$ cat config.mk
export PLATFORM = sky130hd
export DESIGN_NAME = decode_stage
export DESIGN_NICKNAME = d
export VERILOG_FILES = /design/src/rtl/decode_stage.sv
export SDC_FILE = /design/constraint.sdc
export NUM_CORES = 1
export LEC_CHECK = 0
export BUFFER_PORTS_ARGS = -buffer_cell sky130_fd_sc_hd__buf_2
export CAP_MARGIN = 40
export CORE_MARGIN = 3
export CORE_UTILIZATION = 35
export CTS_CLUSTER_DIAMETER = 30
export DETAILED_ROUTE_END_ITERATION = 12
export HOLD_SLACK_MARGIN = 0.03
export PLACE_DENSITY = 0.61
export SLEW_MARGIN = 10
export SYNTH_ARGS = -nofsm -noshare
export SYNTH_HDL_FRONTEND = slang
export SYNTH_SLANG_ARGS = --single-unit
$ cat constraint.sdc
create_clock -name ds_clk -period 4.05 [get_ports ds_clk]
set_input_delay 0.81 -clock ds_clk [delete_from_list [all_inputs] [get_ports ds_clk]]
set_output_delay 0.81 -clock ds_clk [all_outputs]
set_load 0.02 [all_outputs]
$ cat src/rtl/decode_stage.sv
// MIPS instruction-decode stage: registered ID/EX bundle behind a valid/ready handshake,
// with load-use bubble insertion, branch flush, illegal-opcode flagging and a bubble counter.
module decode_stage #(
    parameter int IWIDTH       = 32,
    parameter int DWIDTH       = 32,
    parameter int AWIDTH       = 5,
    parameter int JR_LINK_ONLY = 0,
    parameter int CNT_WIDTH    = 16
) (
    input  logic                 ds_clk,
    input  logic                 ds_rst,
    input  logic                 ds_i_valid,
    output logic                 ds_o_ready,
    input  logic [IWIDTH-1:0]    ds_i_instr,
    input  logic                 ds_i_flush,
    input  logic                 ds_i_ready,
    output logic                 ds_o_valid,
    output logic [5:0]           ds_o_opcode,
    output logic [5:0]           ds_o_funct,
    output logic [AWIDTH-1:0]    ds_o_addr_rs,
    output logic [AWIDTH-1:0]    ds_o_addr_rt,
    output logic [AWIDTH-1:0]    ds_o_addr_wr,
    output logic [DWIDTH-1:0]    ds_o_imm,
    output logic [25:0]          ds_o_jal_addr,
    output logic                 ds_o_reg_wr,
    output logic                 ds_o_alu_src,
    output logic                 ds_o_memwrite,
    output logic                 ds_o_memtoreg,
    output logic                 ds_o_branch,
    output logic                 ds_o_jal,
    output logic                 ds_o_jr,
    output logic                 ds_o_illegal,
    output logic [CNT_WIDTH-1:0] ds_o_bubble_cnt
);

    localparam logic [5:0] OP_RTYPE = 6'h00;
    localparam logic [5:0] OP_JAL   = 6'h03;
    localparam logic [5:0] OP_BEQ   = 6'h04;
    localparam logic [5:0] OP_BNE   = 6'h05;
    localparam logic [5:0] OP_ADDI  = 6'h08;
    localparam logic [5:0] OP_ADDIU = 6'h09;
    localparam logic [5:0] OP_SLTI  = 6'h0A;
    localparam logic [5:0] OP_SLTIU = 6'h0B;
    localparam logic [5:0] OP_ANDI  = 6'h0C;
    localparam logic [5:0] OP_ORI   = 6'h0D;
    localparam logic [5:0] OP_LOAD  = 6'h23;
    localparam logic [5:0] OP_STORE = 6'h2B;
    localparam logic [5:0] FN_JR    = 6'h08;

    typedef struct packed {
        logic              valid;
        logic [5:0]        opcode;
        logic [5:0]        funct;
        logic [AWIDTH-1:0] rs;
        logic [AWIDTH-1:0] rt;
        logic [AWIDTH-1:0] wr;
        logic [DWIDTH-1:0] imm;
        logic [25:0]       jal_addr;
        logic              reg_wr;
        logic              alu_src;
        logic              memwrite;
        logic              memtoreg;
        logic              branch;
        logic              jal;
        logic              jr;
        logic              illegal;
    } bundle_t;

    bundle_t                bundle_reg, bundle_next, dec_bundle;
    logic [CNT_WIDTH-1:0]   cnt_reg, cnt_next;

    logic [5:0]             op, fn;
    logic [AWIDTH-1:0]      f_rs, f_rt, f_rd;
    logic [15:0]            imm16;
    logic [DWIDTH-1:0]      imm_sext, imm_zext;
    logic is_rtype, is_jr, is_alu_imm, is_zext, is_branch, is_load, is_store, is_jal;

    assign op       = ds_i_instr[31:26];
    assign fn       = ds_i_instr[5:0];
    assign f_rs     = AWIDTH'(ds_i_instr[25:21]);
    assign f_rt     = AWIDTH'(ds_i_instr[20:16]);
    assign f_rd     = AWIDTH'(ds_i_instr[15:11]);
    assign imm16    = ds_i_instr[15:0];
    assign imm_sext = {{(DWIDTH-16){imm16[15]}}, imm16};
    assign imm_zext = {{(DWIDTH-16){1'b0}}, imm16};

    assign is_jr      = (op == OP_RTYPE) && (fn == FN_JR);
    assign is_rtype   = (op == OP_RTYPE) && (fn != FN_JR);
    assign is_alu_imm = op inside {OP_ADDI, OP_ADDIU, OP_SLTI, OP_SLTIU, OP_ANDI, OP_ORI};
    assign is_zext    = (op == OP_ANDI) || (op == OP_ORI);
    assign is_branch  = (op == OP_BEQ) || (op == OP_BNE);
    assign is_load    = (op == OP_LOAD);
    assign is_store   = (op == OP_STORE);
    assign is_jal     = (op == OP_JAL);

    // Source slot 0 is rs (or the forced link register for JR), slot 1 is rt.
    logic [1:0][AWIDTH-1:0] src_addr;
    logic [1:0]             src_used, src_hit;

    assign src_addr[0] = (is_jr && (JR_LINK_ONLY != 0)) ? AWIDTH'(31) : f_rs;
    assign src_addr[1] = f_rt;
    assign src_used[0] = is_rtype | is_jr | is_alu_imm | is_load | is_branch | is_store;
    assign src_used[1] = is_rtype | is_branch | is_store;

    genvar gi;
    generate
        for (gi = 0; gi < 2; gi++) begin : g_src
            assign src_hit[gi] = src_used[gi] && (src_addr[gi] == bundle_reg.wr);
        end
    endgenerate

    logic adv, hazard;
    assign adv    = ~bundle_reg.valid | ds_i_ready;
    assign hazard = bundle_reg.valid & bundle_reg.memtoreg & (bundle_reg.wr != '0)
                  & ds_i_valid & (|src_hit);
    assign ds_o_ready = ds_i_flush | (adv & ~hazard);

    always_comb begin
        dec_bundle       = '0;
        dec_bundle.valid = 1'b1;
        if (is_rtype || is_jr) begin
            dec_bundle.opcode = op;
            dec_bundle.funct  = fn;
            dec_bundle.rs     = src_addr[0];
            dec_bundle.rt     = f_rt;
            dec_bundle.wr     = is_rtype ? f_rd : '0;
            dec_bundle.reg_wr = is_rtype;
            dec_bundle.jr     = is_jr;
        end else if (is_alu_imm || is_load) begin
            dec_bundle.opcode   = op;
            dec_bundle.rs       = f_rs;
            dec_bundle.rt       = f_rt;
            dec_bundle.wr       = f_rt;
            dec_bundle.imm      = is_zext ? imm_zext : imm_sext;
            dec_bundle.reg_wr   = 1'b1;
            dec_bundle.alu_src  = 1'b1;
            dec_bundle.memtoreg = is_load;
        end else if (is_branch || is_store) begin
            dec_bundle.opcode   = op;
            dec_bundle.rs       = f_rs;
            dec_bundle.rt       = f_rt;
            dec_bundle.imm      = imm_sext;
            dec_bundle.branch   = is_branch;
            dec_bundle.alu_src  = is_store;
            dec_bundle.memwrite = is_store;
        end else if (is_jal) begin
            dec_bundle.opcode   = op;
            dec_bundle.jal_addr = ds_i_instr[25:0];
            dec_bundle.wr       = AWIDTH'(31);
            dec_bundle.jal      = 1'b1;
            dec_bundle.reg_wr   = 1'b1;
        end else begin
            dec_bundle.illegal = 1'b1;
        end
    end

    // Flush beats everything; a stalled output holds; a bubble only counts when the stage advances.
    always_comb begin
        bundle_next = bundle_reg;
        cnt_next    = cnt_reg;
        if (ds_i_flush) begin
            bundle_next = '0;
        end else if (adv) begin
            if (hazard) begin
                bundle_next = '0;
                if (!(&cnt_reg)) cnt_next = cnt_reg + CNT_WIDTH'(1);
            end else if (ds_i_valid) begin
                bundle_next = dec_bundle;
            end else begin
                bundle_next = '0;
            end
        end
    end

    always_ff @(posedge ds_clk) begin
        if (ds_rst) begin
            bundle_reg <= '0;
            cnt_reg    <= '0;
        end else begin
            bundle_reg <= bundle_next;
            cnt_reg    <= cnt_next;
        end
    end

    assign ds_o_valid      = bundle_reg.valid;
    assign ds_o_opcode     = bundle_reg.opcode;
    assign ds_o_funct      = bundle_reg.funct;
    assign ds_o_addr_rs    = bundle_reg.rs;
    assign ds_o_addr_rt    = bundle_reg.rt;
    assign ds_o_addr_wr    = bundle_reg.wr;
    assign ds_o_imm        = bundle_reg.imm;
    assign ds_o_jal_addr   = bundle_reg.jal_addr;
    assign ds_o_reg_wr     = bundle_reg.reg_wr;
    assign ds_o_alu_src    = bundle_reg.alu_src;
    assign ds_o_memwrite   = bundle_reg.memwrite;
    assign ds_o_memtoreg   = bundle_reg.memtoreg;
    assign ds_o_branch     = bundle_reg.branch;
    assign ds_o_jal        = bundle_reg.jal;
    assign ds_o_jr         = bundle_reg.jr;
    assign ds_o_illegal    = bundle_reg.illegal;
    assign ds_o_bubble_cnt = cnt_reg;

endmodule

=== Yosys cells after proc, flatten, opt, wreduce, memory -nomap -nowiden ===
Cells that the tools add are included.

* Shift operators: 0
* Mux-type cells: 34
* Equality and inequality tests: 15
* Bitwise gates (word level): 18
* $add $sub $neg: 1
* $mul: 0
* $lt $le $gt $ge: 0
* Divide/modulo/power cells: 0
* Reductions and logical operators: 16

{| class="wikitable"
|+ Operator list
! kind !! number
|-
| $mux W94 || 2
|-
| $mux W32 || 2
|-
| $mux W58 || 1
|-
| $mux W27 || 2
|-
| $mux W47 || 1
|-
| $eq A6 B4 Y1 const B || 7
|-
| $mux W6 || 5
|-
| $mux W26 || 1
|-
| $mux W5 || 4
|-
| $add A16 B1 Y16 const B || 1
|-
| $reduce_and A16 Y1 || 1
|-
| $mux W15 || 1
|-
| $eq A6 B3 Y1 const B || 2
|-
| $eq A6 B6 Y1 const B || 2
|-
| $mux W1 || 11
|-
| $eq A5 B5 Y1 || 2
|-
| $mux W10 || 1
|-
| $or A1 B1 Y1 || 9
|-
| $eq A6 B2 Y1 const B || 1
|-
| $logic_not A6 Y1 || 1
|-
| $mux W2 || 3
|-
| $ne A6 B4 Y1 const B || 1
|-
| $reduce_bool A6 Y1 || 1
|-
| $and A1 B1 Y1 || 5
|-
| other kinds (6) || 17
|}

* Logic and storage cells: 101
* Bits in read-only memories: 0
* Latch bits: 0
* Register bits after elaboration: 110
* Memories: 0
* Bits in writable memories: 0

=== Longest topological paths before layout ===
* Depth after elaboration: 13
* Gate-level depth with buffers: 9
* Depth with buffers taken out: 7

=== Least setup slack after synthesis ===
OpenSTA, ideal clock, no wires.

* Path type: input-to-output
* Start: in ds_i_instr[29]
* End: out ds_o_ready
* Data required time: 3.240 ns
* Arrival time: 2.737 ns
* Stages on the path: 9
* Path slack: 0.503 ns
* Buffers on the path: 3
* Cell sequence: buf_2 or4_1 buf_2 a2111oi_4 o311ai_2 a21boi_4 buf_6 a21oi_1 or2_2

* Word-level cells in the longest chain between the ends: 13
* Elaborated cells between the ends (all ways): 29
* Those cells by class: eq/ne (10); bitwise (11); reduce/logical (8)

{| class="wikitable"
|+ Ends and longest elaborated chain
! element !! RTL line !! source
|-
| start: declaration || 14 || <nowiki>input logic [IWIDTH-1:0] ds_i_instr,</nowiki>
|-
| branches (longest 8 deep; another with $eq A6 B4 Y1) || n/a ||
|-
| $reduce_or A2 Y1 (*) || 115 || <nowiki>& ds_i_valid & (|src_hit);</nowiki>
|-
| $and A1 B1 Y1 (*) || 115 ||
|-
| $not A1 Y1 (*) || 116 || <nowiki>assign ds_o_ready = ds_i_flush | (adv & ~hazard);</nowiki>
|-
| $and A1 B1 Y1 (*) || 116 ||
|-
| $or A1 B1 Y1 (*) || 116 ||
|-
| end: declaration || 13 || <nowiki>output logic ds_o_ready,</nowiki>
|}

Mark *: on every way between the ends.

=== Worst setup path after layout ===
* Start: in ds_i_instr[30]
* End: out ds_o_ready

The elaborated chain is that of the path after synthesis.

==> impl_results.md <==
* Status: completed
* CP max FO at 14
* FILL cells at 1089
* Number of DRC markers in iteration 0 at 272
* Post-CTS Setup Inserts at 0
* Clock buffer depth at 2
* Row count at 38
* Largest net degree at the start of global routing at 38
* DR top layer: met4
* Buf/Inv on CP at 2
* Die area at 12800 um2
* Yosys reg bits at 95
* First-pass DRT Iterations at 5
* Startpoint Class: input port
* Fin area at 5080 um2
* Chip width at 113 um
* Synth Flop Type: dfxtp_1
* Post-synth top cells: dfxtp_1 (95), a22o_1 (53), nand2_1 (39), nor2_1 (33), a21oi_1 (20)
* Slew Limit Fails at 0
* Synthesized instance count at 419
* CP peak stage delay at 0.67 ns
* Met1 wire length at about 5300 um
* Hold-critical path endpoint: ds_o_jal
* Setup TNS at 0 ns
* Reg2Reg Setup Slack at between 1.5 and 2 ns
* Most common cell on crit path: buf_2
* Min-delay src: ds_o_jal
* Syn Nets at 457
* Core ar. at 11000 um2
* Ant diodes at 0
* GR Overflow Total at 0
* Starting density of the core at 36.3%
* Vias/cell at about 5.3
* Critical path class: in2out
* Met3 wire len at 672 um
* Peak supply drop at 0.197 mV
* Die H at 113 um
* CP Data Required Time at 3.24 ns
* CP delay by family, top: simple AND/OR/NAND/NOR gates
* Worst path slowest cell: or4_1
* FF-to-FF End: ds_o_bubble_cnt[15]
* FMAX at 270 MHz
* Min-delay worst type: reg2reg
* Yosys warns at 0
* Dpl cell area at 4770 um2
* Worst-path cell chain: buf_2 -> or4_1 -> a2111oi_4 -> o311ai_2 -> a21boi_4 -> a21oi_1 -> or2_2 -> buf_2
* Final ANT Viol Nets at 0
* Hold path cells at 1
* Worst EP arrival at 2.89 ns
* Most frequent cell after synthesis: dfxtp_1
* Worst-margin pin slew at 0.820 ns
* DR WL/cell at ~16 um
* Share of Yosys cell area claimed by the top area cell type at 47.4%
* Total number of vias at roughly 3700
* Distinct cells, synth at 59
* Hold WS at roughly 0.45 ns
* Clk_skew at 0.00689 ns
* Metal2 WL at ~5200 um
* Root Driver: clkbuf_16
* Reg2reg path depth at 6
* CP Capture Type: output pin
* Syn avg cell area at 9.57 um2
* First-pass GRT wire length at 17700 um
* Vias in the first global route at 3321
* Clock slew at reported path FFs at 0.06 ns
* Routability cong. at 0.825
* Slew HR at about 45%
* Clk Latency, worst-skew pair at between 0.3 and 0.4 ns
* FF-to-FF Start: ds_o_valid
* Synthesized area at about 4000 um2
* Leakage power figure at 2.31 nW
* Final setup viols at 0
* Resize count post-CTS at 0
* Fin crit share at 91.3%
* Cell taking the most area after synthesis: dfxtp_1
* DP HPWL at roughly 8400 um
* Final Hold Fails at 0
* Cell Pwr Density at 383 nW/um2
* Fraction of layout cells with a size suffix above 1 at between 30% and 40%
* Nets@finish at around 580
* Max-cap violations at 0
* Seq/Total Area, Yosys at 47.4%
* TritonCTS Sinks at 95
* H-tree Lvls at 3
* CTS Hold Buffers Added at 0
* Post-synth EDFFs at 0
* Unrepaired setup endpoints after global routing: no
* WL final at 11200 um
* Largest cells by area after synthesis: dfxtp_1 (47%), a22o_1 (12%), nand2_1 (3.7%)
* I/O pin total at 148
* Async SR Flop Fraction at 0%
* DRC at 0
* CTS buffer count at 9
* Initial antenna violation count at 0
* Min Tclk post-route at 3.70 ns
* GRT Overall Usage at ~17%
* Fin util at 46.1%
* Layout Area Growth over Synthesis at 26.7%
* CTS tree: done
* Port bufs at 147
==> cells by family (layout without fill, tap and decap cells) <==
kind of cell    count (synthesis)  count (layout)  share of synthesized area [%]
mux                             5               5                           1.47
simple gates                  145             145                           18.9
fa+ha+maj                       1               1                          0.312
compound gates                118             118                           23.4
buf+inv                        42             170                           5.71
xor+xnor                       13              13                           2.84
flops                          95              95                           47.4
==> flip-flops by register name (all words and copies together) (netlist names), 5 cells and up <==
name             cells
ds_o_jal_addr       26
ds_o_funct           6
ds_o_opcode          6
ds_o_bubble_cnt     16
ds_o_imm            17
ds_o_addr_wr         5
ds_o_addr_rt         5
ds_o_addr_rs         5
==> cells in the final DEF (no fill, tap or decap), drive strengths merged, types with 9 or more instances in the layout <==
| cell type | count |
|---|---|
| a21oi | 20 |
| a22o | 53 |
| buf | 153 |
| clkbuf | 11 |
| dfxtp | 95 |
| nand2 | 39 |
| nand3 | 12 |
| nand4 | 9 |
| nor2 | 33 |
| nor3 | 11 |
| o21ai | 13 |
==> routing by layer <==
layer,vias up,global-route usage [%]
met1,1739,24.7
li1,1771,-
met5,-,0
met4,0,5.21
met3,9,3.42
met2,138,26.6
==> where the power goes <==
group,switching [mW],total [mW],internal [mW]
registers,0.00354,0.942,0.939
clock network,0.339,0.891,0.552
logic,0.0744,0.111,0.0365
==> worst max-delay path by stage <==
stage	from	end	slack (ns)	cells after the start
2_1_floorplan	ds_i_instr[29]	ds_o_ready	0.50	9
3_3_place_gp	ds_i_instr[30]	ds_o_ready	0.40	8
3_5_place_dp	ds_i_instr[30]	ds_o_ready	0.37	8
4_1_cts	ds_i_instr[30]	ds_o_ready	0.36	8
5_1_grt	ds_i_instr[27]	ds_o_ready	0.26	8
6_report	ds_i_instr[30]	ds_o_ready	0.35	8
==> through the flow <==
stage | cells | setup slack (ns) | total power, mW
final | 687 | 0.353 | 1.94
after global routing | 687 | 0.262 | 2.03
after CTS | 687 | 0.359 | 1.98
after detailed placement | 672 | 0.366 | 1.07
after global placement | 672 | 0.396 | 1.07
after floorplan | 419 | 0.503 | 1.02
==> final cells by class <==
cell class	count	area, um2	share of cell area (%)
Sequential cell	95	1900	37.4
Multi-Input combinational cell	282	1890	37.2
Timing Repair Buffer	153	793	15.6
Clock buffer	11	243	4.78
Tap cell	140	175	3.45
Clock inverter	4	70.1	1.38
Inverter	2	7.51	0.148
Power figures use the tool's default switching activity.
